<file path="src/rtl/ex_arith_pkg.sv">
// Shared constants for the registered EX/IF/ID arithmetic unit: ALU opcode encodings and PC step.
package ex_arith_pkg;

  localparam int ALU_OP_W = 3;

  localparam logic [ALU_OP_W-1:0] ALU_AND  = 3'b000;
  localparam logic [ALU_OP_W-1:0] ALU_OR   = 3'b001;
  localparam logic [ALU_OP_W-1:0] ALU_ADD  = 3'b010;
  localparam logic [ALU_OP_W-1:0] ALU_XOR  = 3'b011;
  localparam logic [ALU_OP_W-1:0] ALU_NOR  = 3'b100;
  localparam logic [ALU_OP_W-1:0] ALU_SLTU = 3'b101;
  localparam logic [ALU_OP_W-1:0] ALU_SUB  = 3'b110;
  localparam logic [ALU_OP_W-1:0] ALU_SLT  = 3'b111;

  localparam int PC_INC = 4;

endpackage

</file>
<file path="src/rtl/ex_alu_core.sv">
// Purely combinational MIPS ALU: result, zero flag and (with EX_ARITH_OVF_EN) signed overflow.
module ex_alu_core
  import ex_arith_pkg::*;
#(
  parameter int WIDTH = 32
) (
  input  logic [WIDTH-1:0]    a_i,
  input  logic [WIDTH-1:0]    b_i,
  input  logic [ALU_OP_W-1:0] op_i,
  output logic [WIDTH-1:0]    result_o,
`ifdef EX_ARITH_OVF_EN
  output logic                ovf_o,
`endif
  output logic                zero_o
);

  logic [WIDTH-1:0] sum_s;
  logic [WIDTH-1:0] diff_s;

  assign sum_s  = a_i + b_i;
  assign diff_s = a_i - b_i;

  // Operation select; compares produce a single LSB with upper bits cleared.
  always_comb begin
    result_o = {WIDTH{1'b0}};
    case (op_i)
      ALU_AND:  result_o = a_i & b_i;
      ALU_OR:   result_o = a_i | b_i;
      ALU_ADD:  result_o = sum_s;
      ALU_XOR:  result_o = a_i ^ b_i;
      ALU_NOR:  result_o = ~(a_i | b_i);
      ALU_SLTU: result_o = {{(WIDTH-1){1'b0}}, (a_i < b_i)};
      ALU_SUB:  result_o = diff_s;
      ALU_SLT:  result_o = {{(WIDTH-1){1'b0}}, ($signed(a_i) < $signed(b_i))};
      default:  result_o = {WIDTH{1'b0}};
    endcase
  end

  assign zero_o = (result_o == {WIDTH{1'b0}});

`ifdef EX_ARITH_OVF_EN
  // Signed overflow only for ADD/SUB; judged from operand and result sign bits.
  always_comb begin
    ovf_o = 1'b0;
    case (op_i)
      ALU_ADD: ovf_o = (a_i[WIDTH-1] == b_i[WIDTH-1]) && (sum_s[WIDTH-1]  != a_i[WIDTH-1]);
      ALU_SUB: ovf_o = (a_i[WIDTH-1] != b_i[WIDTH-1]) && (diff_s[WIDTH-1] != a_i[WIDTH-1]);
      default: ovf_o = 1'b0;
    endcase
  end
`endif

endmodule

</file>
<file path="src/rtl/ex_arith_unit.sv">
// Registered ALU + PC+4 + branch-target adder, one-cycle latency.
// Optional signed-overflow output enabled by defining EX_ARITH_OVF_EN.
module ex_arith_unit
  import ex_arith_pkg::*;
#(
  parameter int WIDTH    = 32,
  parameter int BR_SHIFT = 2
) (
  input  logic                clk,
  input  logic                rst_n,
  input  logic                in_valid,
  input  logic [WIDTH-1:0]    alu_a,
  input  logic [WIDTH-1:0]    alu_b,
  input  logic [ALU_OP_W-1:0] alu_op,
  input  logic [WIDTH-1:0]    pc,
  input  logic [WIDTH-1:0]    pc_plus4_in,
  input  logic [WIDTH-1:0]    br_offset,
`ifdef EX_ARITH_OVF_EN
  output logic                overflow,
`endif
  output logic                out_valid,
  output logic [WIDTH-1:0]    alu_result,
  output logic                zero,
  output logic [WIDTH-1:0]    pc_plus4,
  output logic [WIDTH-1:0]    branch_target
);

  logic [WIDTH-1:0] alu_res_s;
  logic             alu_zero_s;
  logic [WIDTH-1:0] br_off_sh_s;

  logic             valid_d,  valid_q;
  logic [WIDTH-1:0] result_d, result_q;
  logic             zero_d,   zero_q;
  logic [WIDTH-1:0] pc4_d,    pc4_q;
  logic [WIDTH-1:0] bt_d,     bt_q;
`ifdef EX_ARITH_OVF_EN
  logic             alu_ovf_s;
  logic             ovf_d,    ovf_q;
`endif

  ex_alu_core #(.WIDTH(WIDTH)) u_alu (
    .a_i      (alu_a),
    .b_i      (alu_b),
    .op_i     (alu_op),
    .result_o (alu_res_s),
`ifdef EX_ARITH_OVF_EN
    .ovf_o    (alu_ovf_s),
`endif
    .zero_o   (alu_zero_s)
  );

  // Offset is truncated to WIDTH bits before the add so both adders wrap.
  assign br_off_sh_s = br_offset << BR_SHIFT;

  // Load on in_valid, otherwise hold; valid simply follows in_valid.
  always_comb begin
    valid_d  = in_valid;
    result_d = result_q;
    zero_d   = zero_q;
    pc4_d    = pc4_q;
    bt_d     = bt_q;
`ifdef EX_ARITH_OVF_EN
    ovf_d    = ovf_q;
`endif
    if (in_valid) begin
      result_d = alu_res_s;
      zero_d   = alu_zero_s;
      pc4_d    = pc + WIDTH'(PC_INC);
      bt_d     = pc_plus4_in + br_off_sh_s;
`ifdef EX_ARITH_OVF_EN
      ovf_d    = alu_ovf_s;
`endif
    end else begin
      result_d = result_q;
    end
  end

  // Result registers; reset presents a zero result with the zero flag set.
  always_ff @(posedge clk or negedge rst_n) begin
    if (!rst_n) begin
      valid_q  <= 1'b0;
      result_q <= {WIDTH{1'b0}};
      zero_q   <= 1'b1;
      pc4_q    <= {WIDTH{1'b0}};
      bt_q     <= {WIDTH{1'b0}};
`ifdef EX_ARITH_OVF_EN
      ovf_q    <= 1'b0;
`endif
    end else begin
      valid_q  <= valid_d;
      result_q <= result_d;
      zero_q   <= zero_d;
      pc4_q    <= pc4_d;
      bt_q     <= bt_d;
`ifdef EX_ARITH_OVF_EN
      ovf_q    <= ovf_d;
`endif
    end
  end

  assign out_valid     = valid_q;
  assign alu_result    = result_q;
  assign zero          = zero_q;
  assign pc_plus4      = pc4_q;
  assign branch_target = bt_q;
`ifdef EX_ARITH_OVF_EN
  assign overflow      = ovf_q;
`endif

endmodule

</file>
<file path="config.mk">
export PLATFORM = sky130hd
export DESIGN_NAME = ex_arith_unit
export DESIGN_NICKNAME = d
export VERILOG_FILES = /design/src/rtl/ex_arith_pkg.sv /design/src/rtl/ex_alu_core.sv /design/src/rtl/ex_arith_unit.sv
export SDC_FILE = /design/constraint.sdc
export NUM_CORES = 1
export LEC_CHECK = 0
export CORE_MARGIN = 2
export CORE_UTILIZATION = 44
export DETAILED_ROUTE_END_ITERATION = 10
export HOLD_SLACK_MARGIN = 0.12
export PLACE_DENSITY = 0.71
export REMOVE_ABC_BUFFERS = 1
export SLEW_MARGIN = 20
export SYNTH_ARGS = -nofsm -noshare
export SYNTH_HDL_FRONTEND = slang
export SYNTH_HIERARCHICAL = 1
export SYNTH_SLANG_ARGS = --single-unit
export TNS_END_PERCENT = 10
</file>
<file path="constraint.sdc">
create_clock -name clk -period 1.1 [get_ports clk]
set_clock_uncertainty 0.1 [all_clocks]
set_input_delay 0.11 -clock clk [delete_from_list [all_inputs] [get_ports clk]]
set_output_delay 0.11 -clock clk [all_outputs]
set_load 0.01 [all_outputs]
</file>
# == Yosys cells after proc, flatten, opt, wreduce, memory -nomap -nowiden ==
# Cells that the tools add are included.
# totals
in_bits,166
wordCells,25
out_inout_bits,98
ff_bits,98
# classes
n_reduce_logical,2
magnitude_cmp,2
n_bitwise,4
n_mux,1
n_addsub,4
eq_ne,7
# ops
op,count
$pmux 32 s8,1
$add 32x32->32,2
$lt 32x32->1,2
$add 32x3->32 const B,1
$and 32x32->32,1
$logic_not 32->1,1
$not 32->32,1
$or 32x32->32,1
$sub 32x32->32,1
$xor 32x32->32,1
$eq 3x3->1 const B,4
$eq 3x2->1 const B,2
$eq 3x1->1 const B,1
$logic_not 3->1,1

# == Logic depth before layout (Yosys ltp) ==
# Gate-level depths: netlist of the first run.
# logic_depth
depth_word,4
depth_mapped,15
ltp_nobuf,15

# == Modules after synthesis ==
# Netlist of the first run, hierarchy kept.
# modules_own_cells
module,area_each_um2,cells_each,instances,seq_area_each_um2
ex_alu_core,6073.3,927,1,0.0
ex_arith_unit,5793.1,582,1,2453.6

# == Worst setup path before layout of the first run ==
# No wires, ideal clock.
# synth_path
kind,input-to-reg
startpoint,input alu_a[0]
endpoint,register zero_q (netlist: zero)
arrival_ns,4.050
setup_ns,0.060
stages,15
path_buffers,0
setup_slack_ns,-3.110
required_time_ns,0.940
path_cell_list,inv_1 ha_1 fa_1 nor2_1 o311a_1 nor2_1 a221o_1 o221a_2 or4_1 a2111oi_0 or4b_1 or4_1 or4_1 nor4bb_1 mux2_2
# synth_via
word_cells_on_any_way,10
cone_classes,2 x add/sub; 2 x order compare; 1 x mux; 4 x bitwise; 1 x reduce/logical
# synth_rtl
item,line_no,rtl
from (decl),ex_arith_unit.sv:12,"input logic [WIDTH-1:0] alu_a,"
$sub 32x32->32 / $add 32x32->32 (equally long branches),"ex_alu_core.sv:21, ex_alu_core.sv:20",
$pmux 32 s8 (*),ex_alu_core.sv:26,case (op_i)
net alu_res_s[6],ex_arith_unit.sv:28,logic [WIDTH-1:0] alu_res_s;
$logic_not 32->1 (*),ex_alu_core.sv:39,assign zero_o = (result_o == {WIDTH{1'b0}});
net alu_zero_s,ex_arith_unit.sv:29,logic alu_zero_s;
to (signal assigned),ex_arith_unit.sv:93,zero_q <= zero_d;
to (decl),ex_arith_unit.sv:34,"logic zero_d, zero_q;"
# Mark *: on every way through the listed nets, which the timed path passes. The rest lies on a longest branch.
# A chain may end at the register's enable or synchronous reset.

# == Final worst setup path of the first run ==
# layout_path
startpoint,input alu_a[0]
endpoint,register zero_q (netlist: zero)
# layout_via
elab_chain_len,4
word_cells_on_any_way,10
cone_classes,2 x add/sub; 2 x order compare; 1 x mux; 4 x bitwise; 1 x reduce/logical
# layout_rtl
item,line_no
branches (longest 2 deep; another with $sub 32x32->32),--
$pmux 32 s8 (*),ex_alu_core.sv:26
$logic_not 32->1 (*),ex_alu_core.sv:39
net alu_zero_s,ex_arith_unit.sv:29
# Mark *: on every way through the listed nets, which the timed path passes.

==> metrics.txt, run 1 <==
Register Area=roughly 2500 µm²; Worst setup SP type=primary input; Cell Area, Synth=11870 µm²; RR Endpoint=branch_target[22]; status=finished, violations left; Layout Nets=2612; die width=168.2 µm; VDD IR-drop max=a little over 800 µV; Port Buf Inserts=261; Ys Warns=6; largest net degree at the start of global routing=38; final max-slew violation count=0; GRT Total Usage=39.02%; DIE AREA=28300 µm²; GR Overflow Total=0; CP Capture Type=register; cell area power density=912.9 nW/µm²; fillers=1796; Worst Max-Slew Pin Slew=631.4 ps; DR iter-0 viols=around 1300; Leak Pwr=9.693 nW; sw frac=approximately 40%; vias per inst=roughly 6; Worst Path Arrival=4430 ps; period utilization=382.9%; Hold Violations, Final=0; clock power share=17.7%; RR Startpoint=branch_target[22]; hpwl dp=42570 µm; average size of a mapped cell=7.864 µm²; Initial Utilization=44.40%; setup ws final=-3112 ps; multi-input logic area=10570 µm²; cell count after synthesis=1509; initial antenna violation count=1; fin cells=2664; Worst Hold Endpoint=branch_target[2]; Tightest Hold Check Type=in2reg; final setup violation count=149; drt pass-1 iters=5; Post-synth ARST share=100.0%; post-layout util=about four fifths; Synth area leaders=dfrtp_1 (20%), ha_1 (13%), a21oi_1 (6.2%), mux2_2 (5.8%), nor2_1 (4.7%); RSZ-0062 raised after global routing=true; # clock sinks=98; Ports=about 260; Logic pwr share=~59%; top cell type's share of synthesized area=20.46%; Hold Startpoint=br_offset[0]; CTS tree=yes; Die H=about 170 µm; CP Data Required Time=1320 ps; Area Growth Syn to Fin=80.04%; final wirelength=57180 µm; Rows=60; sw power=0.007834 W; routed wire length per instance=21.46 µm; Core ar.=between 20000 and 30000 µm²; Max Fclk=237.4 MHz; P_int=0.01167 W; Synth top cells by count=a21oi_1 (148), nor2_1 (148), ha_1 (127), nand2_1 (118), dfrtp_1 (97); #FFs+latches synth=98; layout cell share with drive strength beyond 1=50.32%; EDFF count, synth=0; DRC errors left=0; Cell variety after synth=around 100; clock slew at reported path FFs=~80 ps; minimum clock period after layout=4212 ps; Design Power=0.01950 W; fraction of the yosys area taken by sequential cells=between 20% and 30%; crit-path max FO=3; commonest register cell after synthesis=dfrtp_1; first-pass GRT wire length=86670 µm; DR vias=15790; gpl congestion=0.9924; Routed Antenna Nets=0; Cell Count Post-Placement=2563; Clock Path Buffers=2; H-tree levels=3; FF-to-FF path depth=2; hold depth=3; Slew headroom=a little under three fifths; largest area contributor in the netlist=dfrtp_1; Max-Cap Viols=0; R2R setup slack=-120 ps; vias in the first global route=16040; violated checks=setup timing; WS Path Type=in2reg; number of buffers created by CTS=9; root buf cell=clkbuf_16; clock latency on the worst-skew pair=around 360 ps; Sequential Power Share=23.5%
## critical path, stage by stage
cell and delay, ps:
buf_12 100, ha_4 130, inv_2 30, fa_2 340, nand2b_4 150, a2111o_1 410, buf_6 160, a31oi_4 190
a21boi_2 90, o211ai_1 240, o311ai_2 210, a2111oi_4 390, or4b_4 490, or4_4 500, or4_4 430, nor4bb_2 270
mux2_4 190
## cells in the final DEF (no fill, tap or decap), types with 43 or more instances in the layout
master,instances
nand2_1,107
ha_4,43
buf_6,84
clkdlybuf4s50_1,82
ha_1,68
nor2_1,131
a21oi_1,113
inv_1,44
dfrtp_1,96
clkbuf_2,95
o21ai_0,46
mux2_2,48
buf_4,536
## registers in the layout, summed over array words and instances (netlist names)
| name | flops |
|---|---|
| alu_result | 32 |
| zero | 1 |
| pc_plus4 | 32 |
| out_valid | 1 |
| branch_target | 32 |
## repair_timing
action / 4_1_cts / 5_1_grt
hold buffers: 3 / 1
gates resized for setup: 635 / 308
setup endpoints to repair: 185 / 184
setup buffers: 90 / 18
hold endpoints to repair: 100 / 3
pin swaps: 142 / 98
## final cells by class
class                      instances  share of cell area [%]
multi-input combinational       1226                   49.46
sequential                        98                   11.49
timing repair buffer             881                   33.69
inverter                         100                   1.939
tap                              341                   1.997
clock inverter                     6                  0.2870
antenna                            2                 0.02343
clock buffer                      10                   1.119
## layer usage
layer / vias up / GRT usage [%] / part of all wire (%)
li1: 7153 / - / -
met1: 7469 / 45.62 / 38
met2: 908 / 67.65 / 48
met3: 259 / 7.898 / 8.4
met4: 2 / 20.13 / 5.7
met5: - / 0 / 0.028
## stage by stage
| stage | worst slack, ps | TNS [ps] | hold WS (ps) | cell area (µm²) |
|---|---|---|---|---|
| 6_report | -3112 | -87870 | 30.80 | 21360 |
| 3_5_place_dp | -4432 | -154250 | -154.9 | 18620 |
| 4_1_cts | -3069 | -125110 | 138.3 | 21420 |
| 3_3_place_gp | -4349 | -150890 | -155.9 | 18620 |
| 2_1_floorplan | -3110 | -74320 | -285.6 | 11490 |
| 5_1_grt | -3221 | -96350 | 35.36 | 21360 |
## cells by family (layout without fill, tap and decap cells)
group / Yosys count / after routing / synth area share (%)
other: 0 / 2 / 0
AO/OA/AOI/OAI: 470 / 470 / 27.30
flip-flops: 98 / 98 / 20.68
XOR/XNOR: 67 / 67 / 4.945
adder cells (fa/ha/maj): 130 / 130 / 13.90
buffers and inverters: 185 / 997 / 6.369
multiplexers: 71 / 71 / 6.674
AND/OR/NAND/NOR: 488 / 488 / 20.14
## power by group through the flow
stage | clock network (W) | registers [W] | logic, W
floorplan | 0 | 0.00486 | 0.00372
global placement | 0 | 0.00460 | 0.00968
detailed placement | 0 | 0.00463 | 0.00978
CTS | 0.00349 | 0.00458 | 0.0115
global route | 0.00360 | 0.00466 | 0.0121
finish | 0.00346 | 0.00459 | 0.0115
## how the worst max path moves through the flow
| stage | start | to | slack [ps] | cells after the start |
|---|---|---|---|---|
| after floorplan | alu_a[0] | zero | -3110 | 15 |
| after global placement | alu_a[0] | zero | -4350 | 17 |
| after detailed placement | alu_a[0] | zero | -4430 | 17 |
| after CTS | alu_a[0] | zero | -3070 | 16 |
| after global routing | alu_a[0] | zero | -3220 | 17 |
| final | alu_a[0] | zero | -3110 | 17 |
Note: power is estimated with default switching activity, not from simulation.
==> inputs of run 2 (changes only) <==
GPL_TIMING_DRIVEN = 1   (was unset)
SLEW_MARGIN = unset   (was 20)
==> results of run 2 <==
Same layout as run 1: the final DEF is identical, and so are final timing and power.
